[src/rtl/regfile_wb_if.sv]
// Writeback bus between the two requesters (ALU = port A, LSU/MUL = port B),
// the issue stage, and the register-file write port.
//   master : requester/issue side (drives valids, rd, data, issue, flush)
//   slave  : arbiter side (drives readys, write port, busy vector)
// Optional macro REGFILE_WB_BYPASS_EN adds byp_valid_o/byp_addr_o/byp_data_o.
interface regfile_wb_if #(
   parameter int XLEN  = 64,
   parameter int NREGS = 32,
   parameter int AW    = 5
);
   logic             a_valid_i;
   logic [AW-1:0]    a_rd_i;
   logic [XLEN-1:0]  a_data_i;
   logic             a_ready_o;
   logic             b_valid_i;
   logic [AW-1:0]    b_rd_i;
   logic [XLEN-1:0]  b_data_i;
   logic             b_ready_o;
   logic             issue_valid_i;
   logic [AW-1:0]    issue_rd_i;
   logic             flush_i;
   logic             write_en_o;
   logic [AW-1:0]    write_addr_o;
   logic [XLEN-1:0]  write_data_o;
   logic [NREGS-1:0] busy_o;
`ifdef REGFILE_WB_BYPASS_EN
   logic             byp_valid_o;
   logic [AW-1:0]    byp_addr_o;
   logic [XLEN-1:0]  byp_data_o;
`endif

   modport master (
      output a_valid_i, a_rd_i, a_data_i, b_valid_i, b_rd_i, b_data_i,
             issue_valid_i, issue_rd_i, flush_i,
      input  a_ready_o, b_ready_o, write_en_o, write_addr_o, write_data_o, busy_o
`ifdef REGFILE_WB_BYPASS_EN
      , input byp_valid_o, byp_addr_o, byp_data_o
`endif
   );

   modport slave (
      input  a_valid_i, a_rd_i, a_data_i, b_valid_i, b_rd_i, b_data_i,
             issue_valid_i, issue_rd_i, flush_i,
      output a_ready_o, b_ready_o, write_en_o, write_addr_o, write_data_o, busy_o
`ifdef REGFILE_WB_BYPASS_EN
      , output byp_valid_o, byp_addr_o, byp_data_o
`endif
   );
endinterface

[src/rtl/regfile_wb_arbiter.sv]
// Register-file writeback arbiter: shares the single write port between the
// ALU (port A) and LSU/MUL (port B) with round-robin arbitration, registers the
// winning request for one cycle, and keeps a pending-write scoreboard (busy_o).
// Ports:
//   clk_i  : clock, rising edge
//   rst_i  : asynchronous active-high reset
//   bus    : regfile_wb_if.slave (requests, readys, issue/flush, write port, busy)
// Optional macro REGFILE_WB_BYPASS_EN: drives the bypass outputs of the bus with
// the handshake-cycle request so issue can forward one cycle early.
//
// Round-robin pointer:
//   state | meaning
//   PTR_A | port A wins when both ports request
//   PTR_B | port B wins when both ports request
module regfile_wb_arbiter #(
   parameter int XLEN  = 64,
   parameter int NREGS = 32,
   parameter int AW    = 5
) (
   input logic         clk_i,
   input logic         rst_i,
   regfile_wb_if.slave bus
);
   typedef enum logic {PTR_A = 1'b0, PTR_B = 1'b1} ptr_e;

   ptr_e             ptr_q, ptr_d;
   logic             wen_q, wen_d;
   logic [AW-1:0]    addr_q, addr_d;
   logic [XLEN-1:0]  data_q, data_d;
   logic [NREGS-1:0] busy_q, busy_d;

   logic             grant_a, grant_b, xfer;
   logic [AW-1:0]    g_rd;
   logic [XLEN-1:0]  g_data;

   always_ff @(posedge clk_i or posedge rst_i) begin
      if (rst_i) begin
         ptr_q  <= PTR_A;
         wen_q  <= 1'b0;
         addr_q <= '0;
         data_q <= '0;
         busy_q <= '0;
      end else begin
         ptr_q  <= ptr_d;
         wen_q  <= wen_d;
         addr_q <= addr_d;
         data_q <= data_d;
         busy_q <= busy_d;
      end
   end

   // Readys are held low during reset so no handshake can complete while the
   // write stage is being cleared.
   always_comb begin
      grant_a = 1'b0;
      grant_b = 1'b0;
      if (!rst_i) begin
         if (bus.a_valid_i && (!bus.b_valid_i || ptr_q == PTR_A)) begin
            grant_a = 1'b1;
         end else if (bus.b_valid_i) begin
            grant_b = 1'b1;
         end
      end
      xfer   = grant_a | grant_b;
      g_rd   = grant_b ? bus.b_rd_i   : bus.a_rd_i;
      g_data = grant_b ? bus.b_data_i : bus.a_data_i;
   end

   always_comb begin
      ptr_d  = ptr_q;
      wen_d  = 1'b0;
      addr_d = addr_q;
      data_d = data_q;
      if (xfer) begin
         ptr_d  = grant_a ? PTR_B : PTR_A;
         // x0 requests are consumed but never reach the register file.
         wen_d  = (g_rd != '0);
         addr_d = g_rd;
         data_d = g_data;
      end
   end

   // Clear first, then set, so an issue landing on the committing register
   // keeps it busy; flush overrides both.
   always_comb begin
      busy_d = busy_q;
      if (wen_q) begin
         busy_d[addr_q] = 1'b0;
      end
      if (bus.issue_valid_i && bus.issue_rd_i != '0) begin
         busy_d[bus.issue_rd_i] = 1'b1;
      end
      if (bus.flush_i) begin
         busy_d = '0;
      end
      busy_d[0] = 1'b0;
   end

   assign bus.a_ready_o    = grant_a;
   assign bus.b_ready_o    = grant_b;
   assign bus.write_en_o   = wen_q;
   assign bus.write_addr_o = addr_q;
   assign bus.write_data_o = data_q;
   assign bus.busy_o       = busy_q;

`ifdef REGFILE_WB_BYPASS_EN
   assign bus.byp_valid_o = xfer && (g_rd != '0);
   assign bus.byp_addr_o  = g_rd;
   assign bus.byp_data_o  = g_data;
`endif
endmodule
[src/flat_wrapper.sv]
// flat-port wrapper written by rule: the top's interface ports become plain ports
module regfile_wb_arbiter_flat 
#(
   parameter int XLEN  = 64,
   parameter int NREGS = 32,
   parameter int AW    = 5
)
  (clk_i, rst_i, bus_a_valid_i, bus_a_rd_i, bus_a_data_i, bus_b_valid_i, bus_b_rd_i, bus_b_data_i, bus_issue_valid_i, bus_issue_rd_i, bus_flush_i, bus_a_ready_o, bus_b_ready_o, bus_write_en_o, bus_write_addr_o, bus_write_data_o, bus_busy_o);
  regfile_wb_if #(.XLEN(XLEN), .NREGS(NREGS), .AW(AW)) bus_i ();
  input logic clk_i;
  input logic rst_i;
  input wire logic [$bits(bus_i.a_valid_i)-1:0] bus_a_valid_i;
  input wire logic [$bits(bus_i.a_rd_i)-1:0] bus_a_rd_i;
  input wire logic [$bits(bus_i.a_data_i)-1:0] bus_a_data_i;
  input wire logic [$bits(bus_i.b_valid_i)-1:0] bus_b_valid_i;
  input wire logic [$bits(bus_i.b_rd_i)-1:0] bus_b_rd_i;
  input wire logic [$bits(bus_i.b_data_i)-1:0] bus_b_data_i;
  input wire logic [$bits(bus_i.issue_valid_i)-1:0] bus_issue_valid_i;
  input wire logic [$bits(bus_i.issue_rd_i)-1:0] bus_issue_rd_i;
  input wire logic [$bits(bus_i.flush_i)-1:0] bus_flush_i;
  output wire logic [$bits(bus_i.a_ready_o)-1:0] bus_a_ready_o;
  output wire logic [$bits(bus_i.b_ready_o)-1:0] bus_b_ready_o;
  output wire logic [$bits(bus_i.write_en_o)-1:0] bus_write_en_o;
  output wire logic [$bits(bus_i.write_addr_o)-1:0] bus_write_addr_o;
  output wire logic [$bits(bus_i.write_data_o)-1:0] bus_write_data_o;
  output wire logic [$bits(bus_i.busy_o)-1:0] bus_busy_o;
  assign bus_i.a_valid_i = bus_a_valid_i;
  assign bus_i.a_rd_i = bus_a_rd_i;
  assign bus_i.a_data_i = bus_a_data_i;
  assign bus_i.b_valid_i = bus_b_valid_i;
  assign bus_i.b_rd_i = bus_b_rd_i;
  assign bus_i.b_data_i = bus_b_data_i;
  assign bus_i.issue_valid_i = bus_issue_valid_i;
  assign bus_i.issue_rd_i = bus_issue_rd_i;
  assign bus_i.flush_i = bus_flush_i;
  assign bus_a_ready_o = bus_i.a_ready_o;
  assign bus_b_ready_o = bus_i.b_ready_o;
  assign bus_write_en_o = bus_i.write_en_o;
  assign bus_write_addr_o = bus_i.write_addr_o;
  assign bus_write_data_o = bus_i.write_data_o;
  assign bus_busy_o = bus_i.busy_o;
  regfile_wb_arbiter #(.XLEN(XLEN), .NREGS(NREGS), .AW(AW)) u_core (.clk_i(clk_i), .rst_i(rst_i), .bus(bus_i));
endmodule
[config.mk]
export PLATFORM = sky130hd
export DESIGN_NAME = regfile_wb_arbiter_flat
export DESIGN_NICKNAME = d
export VERILOG_FILES = /design/src/rtl/regfile_wb_if.sv /design/src/rtl/regfile_wb_arbiter.sv /design/src/flat_wrapper.sv
export SDC_FILE = /design/constraint.sdc
export NUM_CORES = 1
export LEC_CHECK = 0
export ABC_CLOCK_PERIOD_IN_PS = 4780
export CORE_MARGIN = 2
export CORE_UTILIZATION = 39
export CTS_CLUSTER_SIZE = 8
export DETAILED_ROUTE_END_ITERATION = 10
export GPL_ROUTABILITY_DRIVEN = 0
export HOLD_SLACK_MARGIN = 0.03
export PLACE_DENSITY = 0.79
export SLEW_MARGIN = 20
export SYNTH_ARGS = -nofsm -noshare
export SYNTH_HDL_FRONTEND = slang
export SYNTH_SLANG_ARGS = --single-unit
[constraint.sdc]
create_clock -name clk_i -period 4.78 [get_ports clk_i]
set_clock_uncertainty 0.05 [all_clocks]
set_input_delay 1.195 -clock clk_i [delete_from_list [all_inputs] [get_ports clk_i]]
set_output_delay 1.195 -clock clk_i [all_outputs]
set_load 0.01 [all_outputs]
# Word-level counts from Yosys, hierarchy flattened
# Cells that the tools add are included.
# totals
register_bits	102
inputBits	149
out_inout_bits	104
# op_classes
order_cmp	4
muxes	16
bitwise	5
n_reduce_logical	8
# op_table
cell	n
32-bit two-way mux	3
64-bit two-way mux	1
32-bit AND	1
32-bit inverter	1
32-bit bitwise OR	1
5-bit by 6-bit < comparator with 1-bit output (second input constant)	2
1-bit demux with 5-bit select	2
5-bit by 1-bit greater-or-equal comparator with 1-bit output (second input constant)	2
5-bit nonzero test	2
1-bit two-way mux	9
5-bit two-way mux	1
1-bit logical AND	4
1-bit logical NOT	1
1-bit logical OR	1
1-bit inverter	1
1-bit bitwise OR	1

# Depth between registers and ports, before layout
# logic_depth
ltp_word	10
ltp_mapped	5
depth_no_buf	3

# Worst setup path after synthesis
# OpenSTA, ideal clock, no wires.
# synth_timing
path_type	input-to-reg
startpoint	input rst_i
endpoint	register u_core.data_q[35], in the netlist u_core.bus.write_data_o[35]
setup_ns	0.126
arrival_time_ns	4.381
required_ns	4.604
path_slack_ns	0.223
stages	4
path_buffers	1
path_cell_list	inv_1 o21ai_2 buf_2 a221o_1
# synth_via
elab_chain_cells	2
word_cells_on_any_way	4
cone_classes	3 x mux; 1 x bitwise
# synth_rtl
element	line	text
start, declared	flat_wrapper.sv:11	input logic rst_i;
1-bit two-way mux	regfile_wb_arbiter.sv:57	if (!rst_i) begin
64-bit two-way mux or 1-bit bitwise OR (tied branches)	regfile_wb_arbiter.sv:66, regfile_wb_arbiter.sv:64	
end signal, assigned	regfile_wb_arbiter.sv:47	data_q <= data_d;
end, declared	regfile_wb_arbiter.sv:29	logic [XLEN-1:0] data_q, data_d;
# Parallel ways exist; a longest one is shown, timed or not.
# A chain may end at the register's enable or synchronous reset.

# Worst setup path after layout
# layout_timing
startpoint	input bus_b_valid_i
endpoint	output bus_b_ready_o
# layout_via
elab_chain_cells	5
word_cells_on_any_way	6
cone_classes	3 x mux; 3 x reduce/logical
# layout_rtl
element	line	text
start, declared	flat_wrapper.sv:15	input wire logic [$bits(bus_i.b_valid_i)-1:0] bus_b_valid_i;
1-bit logical NOT	regfile_wb_arbiter.sv:58	if (bus.a_valid_i && (!bus.b_valid_i || ptr_q == PTR_A)) begin
1-bit logical OR	regfile_wb_arbiter.sv:58	
1-bit logical AND	regfile_wb_arbiter.sv:58	
1-bit two-way mux *	regfile_wb_arbiter.sv:58	
1-bit two-way mux *	regfile_wb_arbiter.sv:57	
end, declared	flat_wrapper.sv:22	output wire logic [$bits(bus_i.b_ready_o)-1:0] bus_b_ready_o;
# Every way passes the cells marked *; elsewhere a longest branch is shown, timed or not.

==> implementation parameters <==
Parameter                              Value

Status
  Status    finished, final reports clean

Timing
  Final Hold Violating Endpoints    0
  Unrepaired setup endpoints after global routing    no
  Remaining max-slew budget at the tightest pin    52.8%
  Shortest period the worst path allows    4.05 ns
  # setup viols final    0
  Transition at the pin with the smallest max-transition slack    0.708 ns
  Ratio of final minimum period to clock period    84.7%
  Final slew viol count    0
  Maximum clock rate    247 MHz
  Total negative setup slack    0 ns

Final layout
  Layout cells sized above 1    4.84%
  Ant. Diodes    0
  # fillers    977
  Final core utilization    63.5%
  Final Net Count    805
  Combined area of the multi-input logic cells    1970 µm²
  Signed area change from the synthesized netlist to the final layout    60.9%
  Seq. cell area    2550 µm²

Synthesis
  Syn Area/Cell    11.1 µm²
  Commonest cells post-synth    102 x sky130_fd_sc_hd__dfrtp_1, 68 x sky130_fd_sc_hd__o21ai_0, 64 x sky130_fd_sc_hd__a221o_1, 64 x sky130_fd_sc_hd__and3_1, 32 x sky130_fd_sc_hd__nor2b_1
  Count of unique library cells instantiated by Yosys    30
  Library cell occupying the most area in the post-synthesis netlist    sky130_fd_sc_hd__dfrtp_1
  FFs w/ async S/R, synth    100%
  Post-synth EDFFs    0
  Synth Area in XOR/XNOR    0%
  Most area-consuming cells after synthesis    sky130_fd_sc_hd__dfrtp_1 54%, sky130_fd_sc_hd__a221o_1 14%, sky130_fd_sc_hd__and3_1 8.5%
  Proportion of synthesized area in mux cells    0%
  Simple-gate share of the synthesized area    19.1%
  Yosys top cell area share    54.3%
  Cell count after synthesis    422
  Sequential-to-total area share from yosys stat    54.3%
  Adder and majority gate portion of the synthesized area    0%
  Area of the mapped netlist    4700 µm²
  Most instantiated flip-flop cell in the synthesis netlist    sky130_fd_sc_hd__dfrtp_1
  Yosys warning total    0
  Synth Register Bits    102
  Cell with the most instances after synthesis    sky130_fd_sc_hd__dfrtp_1
  Synthesized-area fraction occupied by ao, oa, aoi and oai cells    22.3%
  Combinational family with the most area after synthesis    compound AO/OA/AOI/OAI gates
  Syn Nets    571

CTS
  CTS root buffer    sky130_fd_sc_hd__clkbuf_16
  Number of buffers inserted for hold repair after clock tree synthesis    0
  CTS sink count    102
  Post-CTS Resized    0
  Clock tree from TritonCTS    done
  Post-CTS setup buffers    0
  Number of buffers inserted during clock tree synthesis    9
  Depth of the CTS H-tree    3
  Worst-case clock buffer depth    2
  Insertion delay of the later-clocked pin in the worst-skew pair    0.33 ns
  Clock transition time at the flip-flop clock pins of the worst setup and hold paths    0.07 ns

Route
  DR iter-0 viols    349
  Post-route antenna net violation count    0
  Routed via count divided by cell count    5.60
  Drc violations    0
  Routed wirelength normalized by instance count    19.0 µm
  Total via count after detailed routing    4523
  Drt total wl    15300 µm
  Initial DRT Pass Iterations    5

Worst setup path
  Required arrival time at the worst endpoint    3.53 ns
  Worst setup path category    input pin to output pin
  Type of destination of the critical path    output pin
  Data arrival time of the worst path    2.80 ns
  Startpoint type of the worst setup path    input pin
  Crit Path Max Fanout    7

Place
  Number of buffers added on ports    251
  Final HPWL DP    11000 µm

Worst hold path
  Tightest Hold Check Type    flip-flop to flip-flop

Floorplan
  Height of the die    114 µm
  Area of the die    13000 µm²
  Core outline area    11900 µm²
  Io pins    253
  Site row count    40
  DIE WIDTH    114 µm
  Starting Density    39.5%

Power and ir drop
  Leakage power figure    3.27 nW
  Worst supply voltage drop on vdd    0.179 mV
  Areal power density over the cells    321 nW/µm²

Run
  Max-cap viol count    0

Global route
  Maximum number of pins on one net before global-route repair    70
  Total congestion overflow    0
  Global-route wire length before repair    23600 µm
  Number of global-route vias before repair    4518
  Total track usage    23.2%
  Antenna violations before repair    0
==> report_power, final <==
group / internal (W) / total (W) / switching [W]
clock: 0.000462 / 0.000768 / 0.000306
combinational: 0.000371 / 0.000622 / 0.000251
sequential: 0.000961 / 0.00104 / 0.0000748
total: 0.00179 / 0.00243 / 0.000632
==> cell families (layout without fill, tap and decap cells) <==
family / Yosys count / in the layout
and+or+nand+nor: 145 / 145
buffers and inverters: 33 / 272
other: 1 / 1
DFF: 102 / 102
AOI/OAI and AO/OA: 141 / 141
==> state kept, by name (all words and copies together) (netlist names) <==
signal / cells
u_core.ptr_q: 1
u_core.bus.write_addr_o: 5
u_core.bus.busy_o: 31
u_core.bus.write_data_o: 64
u_core.bus.write_en_o: 1
==> routing by layer <==
metal / part of all wire (%) / routed length, µm / track usage [%] / up-vias
met2: 50 / 7730 / 40.4 / 208
li1: - / - / - / 2085
met5: 0 / 0 / 0 / -
met3: 7.9 / 1220 / 5.74 / 24
met4: 2.3 / 354 / 8.70 / 0
met1: 39 / 6030 / 28.0 / 2206
==> area by class of cell <==
cell class	count	share of cell area, %
inverters	1	0.0827
clock buffers	13	3.70
repair buffers	255	33.5
well taps	147	2.43
flip-flops and latches	102	33.7
multi-input cells	287	26.0
clock inverters	3	0.529
==> per-stage QoR <==
stage | worst slack [ns] | hold WS (ns) | power [W] | cell area (µm²) | std cells
floorplan | 0.223 | 0.469 | 0.00128 | 4700 | 422
detailed placement | 0.736 | 0.449 | 0.00167 | 7250 | 792
global route | 0.593 | 0.478 | 0.00252 | 7570 | 808
finish | 0.733 | 0.459 | 0.00243 | 7570 | 808
global placement | 0.760 | 0.444 | 0.00166 | 7250 | 792
CTS | 0.726 | 0.466 | 0.00244 | 7570 | 808
==> cells in the final DEF, fill, tap and decap left out <==
cell / n
sky130_fd_sc_hd__nand3_1: 8
sky130_fd_sc_hd__inv_4: 1
sky130_fd_sc_hd__a22o_1: 1
sky130_fd_sc_hd__dfrtp_1: 102
sky130_fd_sc_hd__nor2b_4: 1
sky130_fd_sc_hd__a221o_1: 64
sky130_fd_sc_hd__or3_1: 2
sky130_fd_sc_hd__clkbuf_8: 4
sky130_fd_sc_hd__o21ai_4: 1
sky130_fd_sc_hd__nand2b_4: 1
sky130_fd_sc_hd__nand4bb_1: 1
sky130_fd_sc_hd__clkdlybuf4s50_1: 250
sky130_fd_sc_hd__nor3_1: 2
sky130_fd_sc_hd__nand3b_1: 8
sky130_fd_sc_hd__clkinv_2: 2
sky130_fd_sc_hd__o21ba_2: 1
sky130_fd_sc_hd__nand2b_1: 3
sky130_fd_sc_hd__clkbuf_16: 9
sky130_fd_sc_hd__nor2b_1: 32
sky130_fd_sc_hd__nand2_1: 6
sky130_fd_sc_hd__and3_1: 64
sky130_fd_sc_hd__nor2_1: 10
sky130_fd_sc_hd__buf_4: 4
sky130_fd_sc_hd__nor3b_1: 1
sky130_fd_sc_hd__buf_2: 1
sky130_fd_sc_hd__o21ai_0: 68
sky130_fd_sc_hd__nand4b_1: 1
sky130_fd_sc_hd__a31oi_1: 5
sky130_fd_sc_hd__or3b_2: 5
sky130_fd_sc_hd__a21oi_4: 1
sky130_fd_sc_hd__conb_1: 1
sky130_fd_sc_hd__bufinv_16: 1
==> worst max-delay path, cell delays in order <==
cell	delay [ns]
sky130_fd_sc_hd__clkdlybuf4s50_1	0.64
sky130_fd_sc_hd__nand2b_1	0.20
sky130_fd_sc_hd__nor2_1	0.19
sky130_fd_sc_hd__clkdlybuf4s50_1	0.57
==> path summary, 6_finish.rpt <==
kind	from	end	slack [ns]	cells after the start
setup / recovery	bus_b_valid_i	bus_b_ready_o	0.73	4
setup reg to reg	u_core.ptr_q$_DFFE_PP0P_	u_core.bus.write_data_o[9]$_DFFE_PP0P_	3.06	3
hold reg to reg	u_core.bus.write_data_o[44]$_DFFE_PP0P_	u_core.bus.write_data_o[44]$_DFFE_PP0P_	0.46	1
max in group asynchronous	rst_i	u_core.bus.busy_o[5]$_DFF_PP0_	2.16	3
min in group asynchronous	rst_i	u_core.bus.write_data_o[3]$_DFFE_PP0P_	1.39	2
hold / removal	u_core.bus.write_data_o[44]$_DFFE_PP0P_	u_core.bus.write_data_o[44]$_DFFE_PP0P_	0.46	1
(Power assumes the default switching activity.)
